### src/rtl/hwpe_dma_loader_pkg.sv
// ---------------------------------------------------------------------------
// hwpe_dma_loader_pkg
// Shared definitions for the hwpe DMA loader: FSM state encoding, beat size,
// default write-port address width and the byte-swap helper used by the
// packer when HWPE_DMA_LOADER_BSWAP_EN is defined.
// ---------------------------------------------------------------------------
package hwpe_dma_loader_pkg;

   // Mirrors HWPE_ADDR_WIDTH from hwpe_define.vh; keep the two in step so
   // dma_wa matches the hwpe write port width.
   localparam int HWPE_ADDR_WIDTH = 16;

   // One destination beat is 64 bits, i.e. 8 bytes of SRAM address space.
   localparam int BEAT_BYTES = 8;

   typedef enum logic [1:0] {
      IDLE    = 2'd0,
      FILL_LO = 2'd1,
      FILL_HI = 2'd2
   } loader_state_e;

   // Reverse byte order of a 32-bit word (big-endian source support).
   function automatic logic [31:0] bswap32(input logic [31:0] w);
      return {w[7:0], w[15:8], w[23:16], w[31:24]};
   endfunction

endpackage

### src/rtl/hwpe_dma_pack32to64.sv
// ---------------------------------------------------------------------------
// hwpe_dma_pack32to64
// Packs two 32-bit source words into one 64-bit little-endian beat. The low
// word is held in a register; the beat is formed combinationally from the
// held low word and the incoming high word so the caller can register it in
// the same cycle the high word is accepted.
//
// Optional build macro: HWPE_DMA_LOADER_BSWAP_EN -- when defined every source
// word is byte-reversed before packing (big-endian sources).
//
// Ports:
//   clk, rst     clock, synchronous active-high reset
//   lo_en        capture word as the low half of the beat
//   hi_en        word is the high half; beat_data is valid this cycle
//   word         32-bit source word
//   beat_valid   high when beat_data holds a complete beat
//   beat_data    {high word, low word}
// ---------------------------------------------------------------------------
module hwpe_dma_pack32to64
   import hwpe_dma_loader_pkg::*;
(
   input  logic        clk,
   input  logic        rst,
   input  logic        lo_en,
   input  logic        hi_en,
   input  logic [31:0] word,
   output logic        beat_valid,
   output logic [63:0] beat_data
);

   logic [31:0] word_sw;
   logic [31:0] lo_q;
   logic [31:0] lo_d;

`ifdef HWPE_DMA_LOADER_BSWAP_EN
   assign word_sw = bswap32(word);
`else
   assign word_sw = word;
`endif

   always_comb begin
      lo_d = lo_q;
      if (lo_en) begin
         lo_d = word_sw;
      end
   end

   always_ff @(posedge clk) begin
      if (rst) begin
         lo_q <= '0;
      end else begin
         lo_q <= lo_d;
      end
   end

   assign beat_valid = hi_en;
   assign beat_data  = {word_sw, lo_q};

endmodule

### src/rtl/hwpe_dma_loader.sv
// ---------------------------------------------------------------------------
// hwpe_dma_loader
// Command-driven feeder for the hwpe DMA write port. A command gives an
// 8-byte aligned destination address and a length in 64-bit beats; the
// loader then consumes 2*len words from a 32-bit valid/ready stream, packs
// word pairs little-endian and writes each beat to consecutive 8-byte
// addresses (wrapping modulo 2^ADDR_WIDTH). All outputs are registered.
//
// Optional build macro: HWPE_DMA_LOADER_BSWAP_EN (byte-reverse source words,
// handled inside hwpe_dma_pack32to64; timing is unchanged).
//
// Ports:
//   clk, rst                      clock, synchronous active-high reset
//   cmd_valid/cmd_ready           command handshake (ready only when idle)
//   cmd_dst_addr, cmd_len         first byte address, beat count
//   src_valid/src_ready/src_data  32-bit source stream
//   dma_wen, dma_wa, dma_wd       registered write to the hwpe SRAM port
//   busy                          command in progress
//   done                          one-cycle completion pulse
// ---------------------------------------------------------------------------
module hwpe_dma_loader
   import hwpe_dma_loader_pkg::*;
#(
   parameter int ADDR_WIDTH = HWPE_ADDR_WIDTH,
   parameter int LEN_WIDTH  = 16
) (
   input  logic                  clk,
   input  logic                  rst,
   input  logic                  cmd_valid,
   output logic                  cmd_ready,
   input  logic [ADDR_WIDTH-1:0] cmd_dst_addr,
   input  logic [LEN_WIDTH-1:0]  cmd_len,
   input  logic                  src_valid,
   output logic                  src_ready,
   input  logic [31:0]           src_data,
   output logic                  dma_wen,
   output logic [ADDR_WIDTH-1:0] dma_wa,
   output logic [63:0]           dma_wd,
   output logic                  busy,
   output logic                  done
);

   loader_state_e         state_q, state_d;
   logic [ADDR_WIDTH-1:0] dst_q, dst_d;
   logic [LEN_WIDTH-1:0]  rem_q, rem_d;
   logic                  zero_pend_q, zero_pend_d;
   logic                  cmd_ready_q, cmd_ready_d;
   logic                  src_ready_q, src_ready_d;
   logic                  wen_q, wen_d;
   logic [ADDR_WIDTH-1:0] wa_q, wa_d;
   logic [63:0]           wd_q, wd_d;
   logic                  busy_q, busy_d;
   logic                  done_q, done_d;

   logic                  src_fire;
   logic                  lo_en;
   logic                  hi_en;
   logic                  beat_valid;
   logic [63:0]           beat_data;

   assign src_fire = src_valid && src_ready_q;
   assign lo_en    = src_fire && (state_q == FILL_LO);
   assign hi_en    = src_fire && (state_q == FILL_HI);

   hwpe_dma_pack32to64 u_pack (
      .clk        (clk),
      .rst        (rst),
      .lo_en      (lo_en),
      .hi_en      (hi_en),
      .word       (src_data),
      .beat_valid (beat_valid),
      .beat_data  (beat_data)
   );

   always_comb begin
      state_d     = state_q;
      dst_d       = dst_q;
      rem_d       = rem_q;
      zero_pend_d = 1'b0;
      wen_d       = 1'b0;
      wa_d        = wa_q;
      wd_d        = wd_q;
      busy_d      = busy_q;
      done_d      = 1'b0;

      unique case (state_q)
         IDLE: begin
            if (zero_pend_q) begin
               // Zero-length command: finish one cycle after acceptance.
               done_d = 1'b1;
               busy_d = 1'b0;
            end else if (cmd_valid && cmd_ready_q) begin
               // Misaligned addresses are silently rounded down to a beat.
               dst_d  = cmd_dst_addr & ~ADDR_WIDTH'(BEAT_BYTES - 1);
               rem_d  = cmd_len;
               busy_d = 1'b1;
               if (cmd_len == '0) begin
                  zero_pend_d = 1'b1;
               end else begin
                  state_d = FILL_LO;
               end
            end
         end
         FILL_LO: begin
            if (lo_en) begin
               state_d = FILL_HI;
            end
         end
         FILL_HI: begin
            if (beat_valid) begin
               wen_d = 1'b1;
               wa_d  = dst_q;
               wd_d  = beat_data;
               dst_d = dst_q + ADDR_WIDTH'(BEAT_BYTES);
               rem_d = rem_q - LEN_WIDTH'(1);
               if (rem_q == LEN_WIDTH'(1)) begin
                  // Final beat: done and busy-drop line up with the write.
                  state_d = IDLE;
                  done_d  = 1'b1;
                  busy_d  = 1'b0;
               end else begin
                  state_d = FILL_LO;
               end
            end
         end
         default: begin
            state_d = IDLE;
            busy_d  = 1'b0;
         end
      endcase

      cmd_ready_d = !busy_d;
      src_ready_d = (state_d != IDLE);
   end

   always_ff @(posedge clk) begin
      if (rst) begin
         state_q     <= IDLE;
         dst_q       <= '0;
         rem_q       <= '0;
         zero_pend_q <= 1'b0;
         cmd_ready_q <= 1'b0;
         src_ready_q <= 1'b0;
         wen_q       <= 1'b0;
         wa_q        <= '0;
         wd_q        <= '0;
         busy_q      <= 1'b0;
         done_q      <= 1'b0;
      end else begin
         state_q     <= state_d;
         dst_q       <= dst_d;
         rem_q       <= rem_d;
         zero_pend_q <= zero_pend_d;
         cmd_ready_q <= cmd_ready_d;
         src_ready_q <= src_ready_d;
         wen_q       <= wen_d;
         wa_q        <= wa_d;
         wd_q        <= wd_d;
         busy_q      <= busy_d;
         done_q      <= done_d;
      end
   end

   assign cmd_ready = cmd_ready_q;
   assign src_ready = src_ready_q;
   assign dma_wen   = wen_q;
   assign dma_wa    = wa_q;
   assign dma_wd    = wd_q;
   assign busy      = busy_q;
   assign done      = done_q;

endmodule
### config.mk
export PLATFORM = sky130hd
export DESIGN_NAME = hwpe_dma_loader
export DESIGN_NICKNAME = d
export VERILOG_FILES = /design/src/rtl/hwpe_dma_loader_pkg.sv /design/src/rtl/hwpe_dma_pack32to64.sv /design/src/rtl/hwpe_dma_loader.sv
export SDC_FILE = /design/constraint.sdc
export NUM_CORES = 1
export LEC_CHECK = 0
export BUFFER_PORTS_ARGS = -buffer_cell sky130_fd_sc_hd__buf_2
export CAP_MARGIN = 20
export CORE_MARGIN = 2
export CORE_UTILIZATION = 25
export CTS_CLUSTER_DIAMETER = 200
export DETAILED_ROUTE_END_ITERATION = 8
export HOLD_SLACK_MARGIN = 0.1
export PLACE_DENSITY = 0.48
export SYNTH_ARGS = -nofsm -noshare
export SYNTH_HDL_FRONTEND = slang
export SYNTH_SLANG_ARGS = --single-unit
### constraint.sdc
create_clock -name clk -period 2.7 [get_ports clk]
set_clock_uncertainty 0.05 [all_clocks]
set_input_delay 0.27 -clock clk [delete_from_list [all_inputs] [get_ports clk]]
set_output_delay 0.27 -clock clk [all_outputs]
set_load 0.01 [all_outputs]
==> results of run 1 <==
[power groups by stage]
stage	clock [mW]	combinational, mW	sequential [mW]
2_1_floorplan	0	0.228	2.27
3_3_place_gp	0	0.387	2.29
3_5_place_dp	0	0.383	2.29
4_1_cts	2.50	0.424	2.24
5_1_grt	2.58	0.468	2.24
6_report	2.42	0.422	2.24
[metal layers]
layer  global-route usage  part of all wire
met5                    0                 0
met4              0.04545             0.016
met3              0.03866             0.046
met2               0.2304              0.47
met1               0.1905              0.47
[cell families after synthesis]
group,count (synthesis),synth area share
muxes,3,0.005220
AOI/OAI and AO/OA,206,0.1938
buffers and inverters,66,0.04761
other,1,0.0006258
adders and majority gates,3,0.006265
DFF,146,0.4878
and+or+nand+nor,346,0.2587
[layout make-up]
cell class | instances | share of cell area
Multi-Input combinational cell | 561 | 0.3488
Inverter | 6 | 0.002811
Tap cell | 319 | 0.04981
Timing Repair Buffer | 203 | 0.1590
Antenna cell | 1 | 0.0003123
Clock inverter | 15 | 0.02139
Clock buffer | 17 | 0.05309
Sequential cell | 146 | 0.3648
[repair_timing]
| item | in CTS | in global routing |
|---|---|---|
| hold buffers | 35 | 0 |
| hold endpoints to repair | 67 | 0 |
| resized for setup | 0 | 0 |
[sequential cells by signal (all words and copies together) (netlist names)]
register and flops:
dst_q 13, dma_wa 13, state_q 2, dma_wen 1, busy 1, done 1
zero_pend_q 1, rem_q 16, u_pack.lo_q 32, cmd_ready 1, src_ready 1, dma_wd 64
[worst max-delay path by stage]
stage / slack [ns] / to / start / cells after the start
after floorplan: 0.89 / dst_q[15] / dst_q[3] / 6
after global placement: 0.65 / dst_q[12] / state_q[1] / 4
after detailed placement: 0.60 / dst_q[12] / state_q[1] / 4
after CTS: 0.59 / dst_q[12] / state_q[1] / 4
after global routing: 0.44 / dst_q[12] / state_q[1] / 4
final: 0.59 / dst_q[12] / state_q[1] / 4
[cell usage in the layout, fill, tap and decap left out, types with 4 or more instances in the layout]
cell type / Yosys / routed
clkinvlp_4: 0 / 5
nand2b_1: 6 / 6
inv_1: 6 / 6
nor2_1: 20 / 20
buf_4: 3 / 21
and2_1: 6 / 6
a21oi_1: 137 / 137
nor2b_1: 6 / 5
dfxtp_1: 146 / 146
nand3b_1: 5 / 5
o32ai_1: 5 / 5
clkbuf_16: 0 / 17
dlygate4sd3_1: 0 / 35
o22ai_1: 4 / 4
nand3_1: 9 / 9
nor4_1: 7 / 7
nor4b_1: 4 / 4
nand4_1: 8 / 8
a31oi_1: 11 / 11
buf_2: 15 / 145
a21o_1: 8 / 8
nor3_1: 10 / 10
nand2_1: 244 / 244
o21ai_0: 20 / 20
[worst max-delay path, cell delays in order, from the launching register on]
cell and delay, ns:
dfxtp_1 0.45, buf_4 0.22, nand4b_1 0.50, or4_1 0.68, a31oi_1 0.13
==> results_dict.tcl, run 1 <==
set metrics [dict create \
    status "completed" \
    synthMostInstantiatedCell "nand2_1" \
    power.sequential.fraction 0.441 \
    crit_type "register to register" \
    netlist_top_cells_area "dfxtp_1, nand2_1, a21oi_1" \
    clock.fmax_mhz 475.0 \
    relSlewSlack 0.4072 \
    required_ns 2.99 \
    io_buffers 146 \
    utilization 0.3414 \
    final_cell_area_um2 8013 \
    total_of_flip_flops_plus_latches_after_synthesis 146 \
    rrSetupSlack_ns 0.59 \
    multi_input_area_um2 2795 \
    p_int_mw 3.766 \
    htreeDepth 4 \
    maximum_number_of_pins_on_one_net_before_global_route_repair 78 \
    clkTransAtPathRegs_ns 0.07 \
    dieArea_um2 25220 \
    final_layout_size_suffix_gt1_frac 0.2205 \
    timing.critical_path.fanout_max 10 \
    tightestPinTransition_ns 0.8893 \
    gpl.final_weighted_congestion 0.7341 \
    synth_flop_cell "dfxtp_1" \
    post_synth.cell_area_avg_um2 7.772 \
    yosysWarnings 0 \
    net_sw_frac 0.2581 \
    grt_first_pass_wirelength_um 29590 \
    floorplan.initialDensity 0.2553 \
    floorplan.rows 56 \
    final-setup-viol-count 0 \
    finalCriticalPeriod_ns 2.105 \
    rsz0062_at_grt "no" \
    dp.final_hpwl_um 11950 \
    grt_pass1_vias 5507 \
    filler_cell_count 2541 \
    grt_remaining_overflow 0 \
    worst_hold_path.endpoint "dst_q[7]" \
    cts_buffers 17 \
    setup_tns_ns 0 \
    cts_setup_buffers 0 \
    wirelength_um 18350 \
    fin_nets 1006 \
    dpl.cell_count 1200 \
    placedInstanceArea_um2 7063 \
    post_drt_via_cell_ratio 4.565 \
    ff_latch_area_um2 2923 \
    remaining_drc_errors 0 \
    max-vdd-ir-drop_mv 0.3401 \
    count_of_endpoints_failing_hold_in_the_final_timing_report 0 \
    die_height_um 158.8 \
    part_of_the_power_in_the_clock_network 0.476 \
    fin_total_pwr_mw 5.076 \
    timing.critical_path.to_type "register" \
    p_leak_nw 3.090 \
    whs_ns 0.1311 \
    antenna_found_initial 0 \
    firstDrtPassIters 4 \
    areaGrowthSynthToFinish_pct 33.72 \
    clk-insertion-delay-late_ns 0.42 \
    cts_tree "built" \
    drv_cap 0 \
    final_cell_count_no_fill 1268 \
    yosysTopAreaCell "dfxtp_1" \
    track_usage 0.1446 \
    die_width_um 158.8 \
    post_synthesis_instance_area_um2 5992 \
    placement.setup.worst_slack_ns 0.6047 \
    fp.coreArea_um2 23470 \
    pin_count 153 \
    crit_path_start_kind "register" \
    min-delay-start "cmd_dst_addr[7]" \
    clock_tree.root_cell "clkbuf_16" \
    total_switching_power_mw 1.310 \
    r2r.worst_path.cells 4 \
    hold_depth 3 \
    cts.sink_count 146 \
    critical_path.reg2reg.startpoint "state_q[1]" \
    post-synth-top-area-fraction 0.4878 \
    synth_edf_count 0 \
    report.final.slew_viol_count 0 \
    cts_buffer_depth 2 \
    drt.antenna.violating_nets 0 \
    synthCells 771 \
    power-per-cell-area_nw_per_um2 633.5 \
    post-route-period-util 0.7797 \
    cp_data_arrival_time_ns 2.39 \
    worst_r2r_endpoint "dst_q[12]" \
    combinationalPowerShare 0.083 \
    seq_area_frac_synth 0.4878 \
    number_of_distinct_library_cell_variants_in_the_gate_level_netlist_after_synthesis 54 \
    drt-wirelength-per-cell_um 14.47 \
    hp-class "input port to register" \
    final_setup_slack_of_the_worst_path_ns 0.5948 \
    vias 5788 \
    synthArstFlopShare 0 \
    detailedRoute.firstIterationViolations 374 \
    post_synth_most_frequent_cells "nand2_1, dfxtp_1, a21oi_1" \
]
(Power assumes the default switching activity.)
==> inputs of run 2 (changes only) <==
ABC_AREA = 1   (was unset)
clock period = 2.2 ns   (was 2.7 ns; I/O delays follow)
==> run 2 against run 1 <==
- via count increased by 3.0%
- global-route usage increased by 0.14 points
- die area grew 1.4%
- worst setup slack got worse by 0.14 ns
- synthesized cell count increased by 13%
- register-to-register slack got worse by 0.14 ns
- first-iteration DRC count fell by 12%
- critical path type unchanged
- largest power group unchanged
==> results_dict.tcl, run 2 <==
set metrics [dict create \
    hold_depth 3 \
    synthMostInstantiatedCell "nor2_1" \
    grt_pass1_vias 5677 \
    dp.final_hpwl_um 12020 \
    areaGrowthSynthToFinish_pct 33.12 \
    path_cells "inv_2 -> nor2_4 -> inv_2 -> nor2_8 -> buf_4 -> buf_4 -> o21ai_0 -> nor2_1" \
    post_drt_via_cell_ratio 4.345 \
    timing.critical_path.to_type "register" \
    timing.critical_path.fanout_max 31 \
    cts_buffers 17 \
    min-delay-start "cmd_len[4]" \
    yosysWarnings 0 \
    floorplan.rows 57 \
    count_of_endpoints_failing_hold_in_the_final_timing_report 0 \
    rrSetupSlack_ns 0.45 \
    total_of_flip_flops_plus_latches_after_synthesis 146 \
    fin_nets 1106 \
    synthArstFlopShare 0 \
    relSlewSlack 0.5391 \
    total_switching_power_mw 1.714 \
    antenna_found_initial 0 \
    cts.sink_count 146 \
    filler_cell_count 2685 \
    most-common-layout-cells "nor2_1, dfxtp_1, buf_2" \
    gpl.final_weighted_congestion 0.8073 \
    post_synth_most_frequent_cells "nor2_1, dfxtp_1, nand2_1" \
    finalCriticalPeriod_ns 1.746 \
    hp-class "input port to register" \
    placement.setup.worst_slack_ns 0.4655 \
    final_setup_slack_of_the_worst_path_ns 0.4537 \
    ff_latch_area_um2 2923 \
    drv_cap 0 \
    pin_count 153 \
    critical_path.reg2reg.startpoint "state_q[1]" \
    setup_tns_ns 0 \
    p_leak_nw 3.882 \
    max-vdd-ir-drop_mv 0.3870 \
    part_of_the_power_in_the_clock_network 0.486 \
    combinationalPowerShare 0.085 \
    clkTransAtPathRegs_ns 0.07 \
    status "completed" \
    final_layout_size_suffix_gt1_frac 0.1956 \
    cp_data_arrival_time_ns 2.06 \
    io_buffers 146 \
    synth_edf_count 0 \
    cts_buffer_depth 2 \
    wirelength_um 18620 \
    yosysTopAreaCell "dfxtp_1" \
    number_of_distinct_library_cell_variants_in_the_gate_level_netlist_after_synthesis 29 \
    cp_top_family "buffers and inverters" \
    r2r.worst_path.cells 8 \
    post_synthesis_instance_area_um2 6078 \
    total_of_cells_resized_after_clock_tree_synthesis 0 \
    htreeDepth 4 \
    post-route-period-util 0.7938 \
    die_width_um 159.9 \
    cts_setup_buffers 0 \
    rsz0062_at_grt "no" \
    required_ns 2.51 \
    multi_input_area_um2 2759 \
    clk-insertion-delay-late_ns 0.43 \
    critPathSlowestCell "dfxtp_1" \
    worst_r2r_endpoint "dma_wd[24]" \
    worst_hold_path.endpoint "rem_q[4]" \
    crit_path_start_kind "register" \
    path_buf_inv 4 \
    track_usage 0.1460 \
    seq_area_frac_synth 0.4809 \
    remaining_drc_errors 0 \
    firstDrtPassIters 4 \
    crit_type "register to register" \
    slowest_delay_ns 0.46 \
    synthCells 870 \
    fp.coreArea_um2 24110 \
    clock.fmax_mhz 572.6 \
    post_synth.cell_area_avg_um2 6.987 \
    drt.antenna.violating_nets 0 \
    final_common_cell "nor2_1" \
    netlist_top_cells_area "dfxtp_1, nor2_1, o21ai_0" \
    p_int_mw 4.690 \
    diodes 0 \
    grt_remaining_overflow 0 \
    ctsHoldBuffers 39 \
    dieArea_um2 25580 \
    net_sw_frac 0.2676 \
    die_height_um 159.9 \
    report.final.slew_viol_count 0 \
    final-setup-viol-count 0 \
    grt_first_pass_wirelength_um 30070 \
    tightestPinTransition_ns 0.6904 \
    largest_register_ffs 64 \
    detailedRoute.firstIterationViolations 328 \
    power.sequential.fraction 0.429 \
    floorplan.initialDensity 0.2522 \
    synth_flop_cell "dfxtp_1" \
    cts_tree "built" \
    vias 5961 \
    maximum_number_of_pins_on_one_net_before_global_route_repair 119 \
    clock_tree.root_cell "clkbuf_16" \
    drt-wirelength-per-cell_um 13.57 \
    post-synth-top-area-fraction 0.4809 \
    power-per-cell-area_nw_per_um2 791.4 \
]
## run 2: worst max path at each step
stage	from	endpoint	depth (start not counted)
4_1_cts	state_q[1]	cmd_ready	9
5_1_grt	state_q[1]	dma_wd[62]	8
3_5_place_dp	state_q[1]	dma_wd[62]	8
6_report	state_q[1]	dma_wd[24]	8
3_3_place_gp	state_q[1]	rem_q[12]	9
2_1_floorplan	src_ready	dst_q[10]	8
## run 2: per-stage QoR
| step | hold slack (ns) | area [um2] | cells | utilization | power [mW] |
|---|---|---|---|---|---|
| final | 0.1211 | 8092 | 1372 | 0.3357 | 6.404 |
| after global routing | 0.1362 | 8092 | 1372 | 0.3357 | 6.701 |
| after CTS | 0.1027 | 8092 | 1372 | 0.3357 | 6.491 |
| after detailed placement | 0.4148 | 7072 | 1301 | 0.2934 | 3.304 |
| after global placement | 0.4098 | 7072 | 1301 | 0.2934 | 3.304 |
| after floorplan | 0.3049 | 6086 | 872 | - | 3.130 |
## run 2: final cells by class
class / count / area share
flip-flops and latches: 146 / 0.3612
repair buffers: 196 / 0.1518
well taps: 324 / 0.05010
clock buffers: 18 / 0.05428
multi-input cells: 635 / 0.3410
inverters: 39 / 0.01809
clock inverters: 14 / 0.02350
## run 2: power groups by stage
stage	logic [mW]	registers, mW	clock network [mW]
floorplan	0.332	2.80	0
global placement	0.495	2.81	0
CTS	0.551	2.75	3.19
detailed placement	0.495	2.81	0
global route	0.622	2.76	3.32
finish	0.545	2.75	3.11
## run 2: cells by family (layout without fill, tap and decap cells)
| family | count (synthesis) | in the layout | synth area share |
|---|---|---|---|
| DFF | 146 | 146 | 0.4809 |
| buffers and inverters | 91 | 267 | 0.06649 |
| adders and majority gates | 3 | 3 | 0.006176 |
| AOI/OAI and AO/OA | 189 | 189 | 0.1585 |
| and+or+nand+nor | 440 | 440 | 0.2874 |
| other | 1 | 3 | 0.0006169 |
## run 2: worst reg2reg max path: stages, from the launching register on
cell and delay, ns:
dfxtp_1 0.46, inv_2 0.08, nor2_4 0.12, inv_2 0.08
nor2_8 0.09, buf_4 0.33, buf_4 0.26, o21ai_0 0.09
nor2_1 0.13
## run 2: metal layers
layer / vias up / global-route usage / share of wire
met5: - / 0 / 0
li1: 3129 / - / -
met4: 0 / 0.04586 / 0.016
met3: 22 / 0.05143 / 0.066
met1: 2685 / 0.1871 / 0.47
met2: 125 / 0.2306 / 0.45
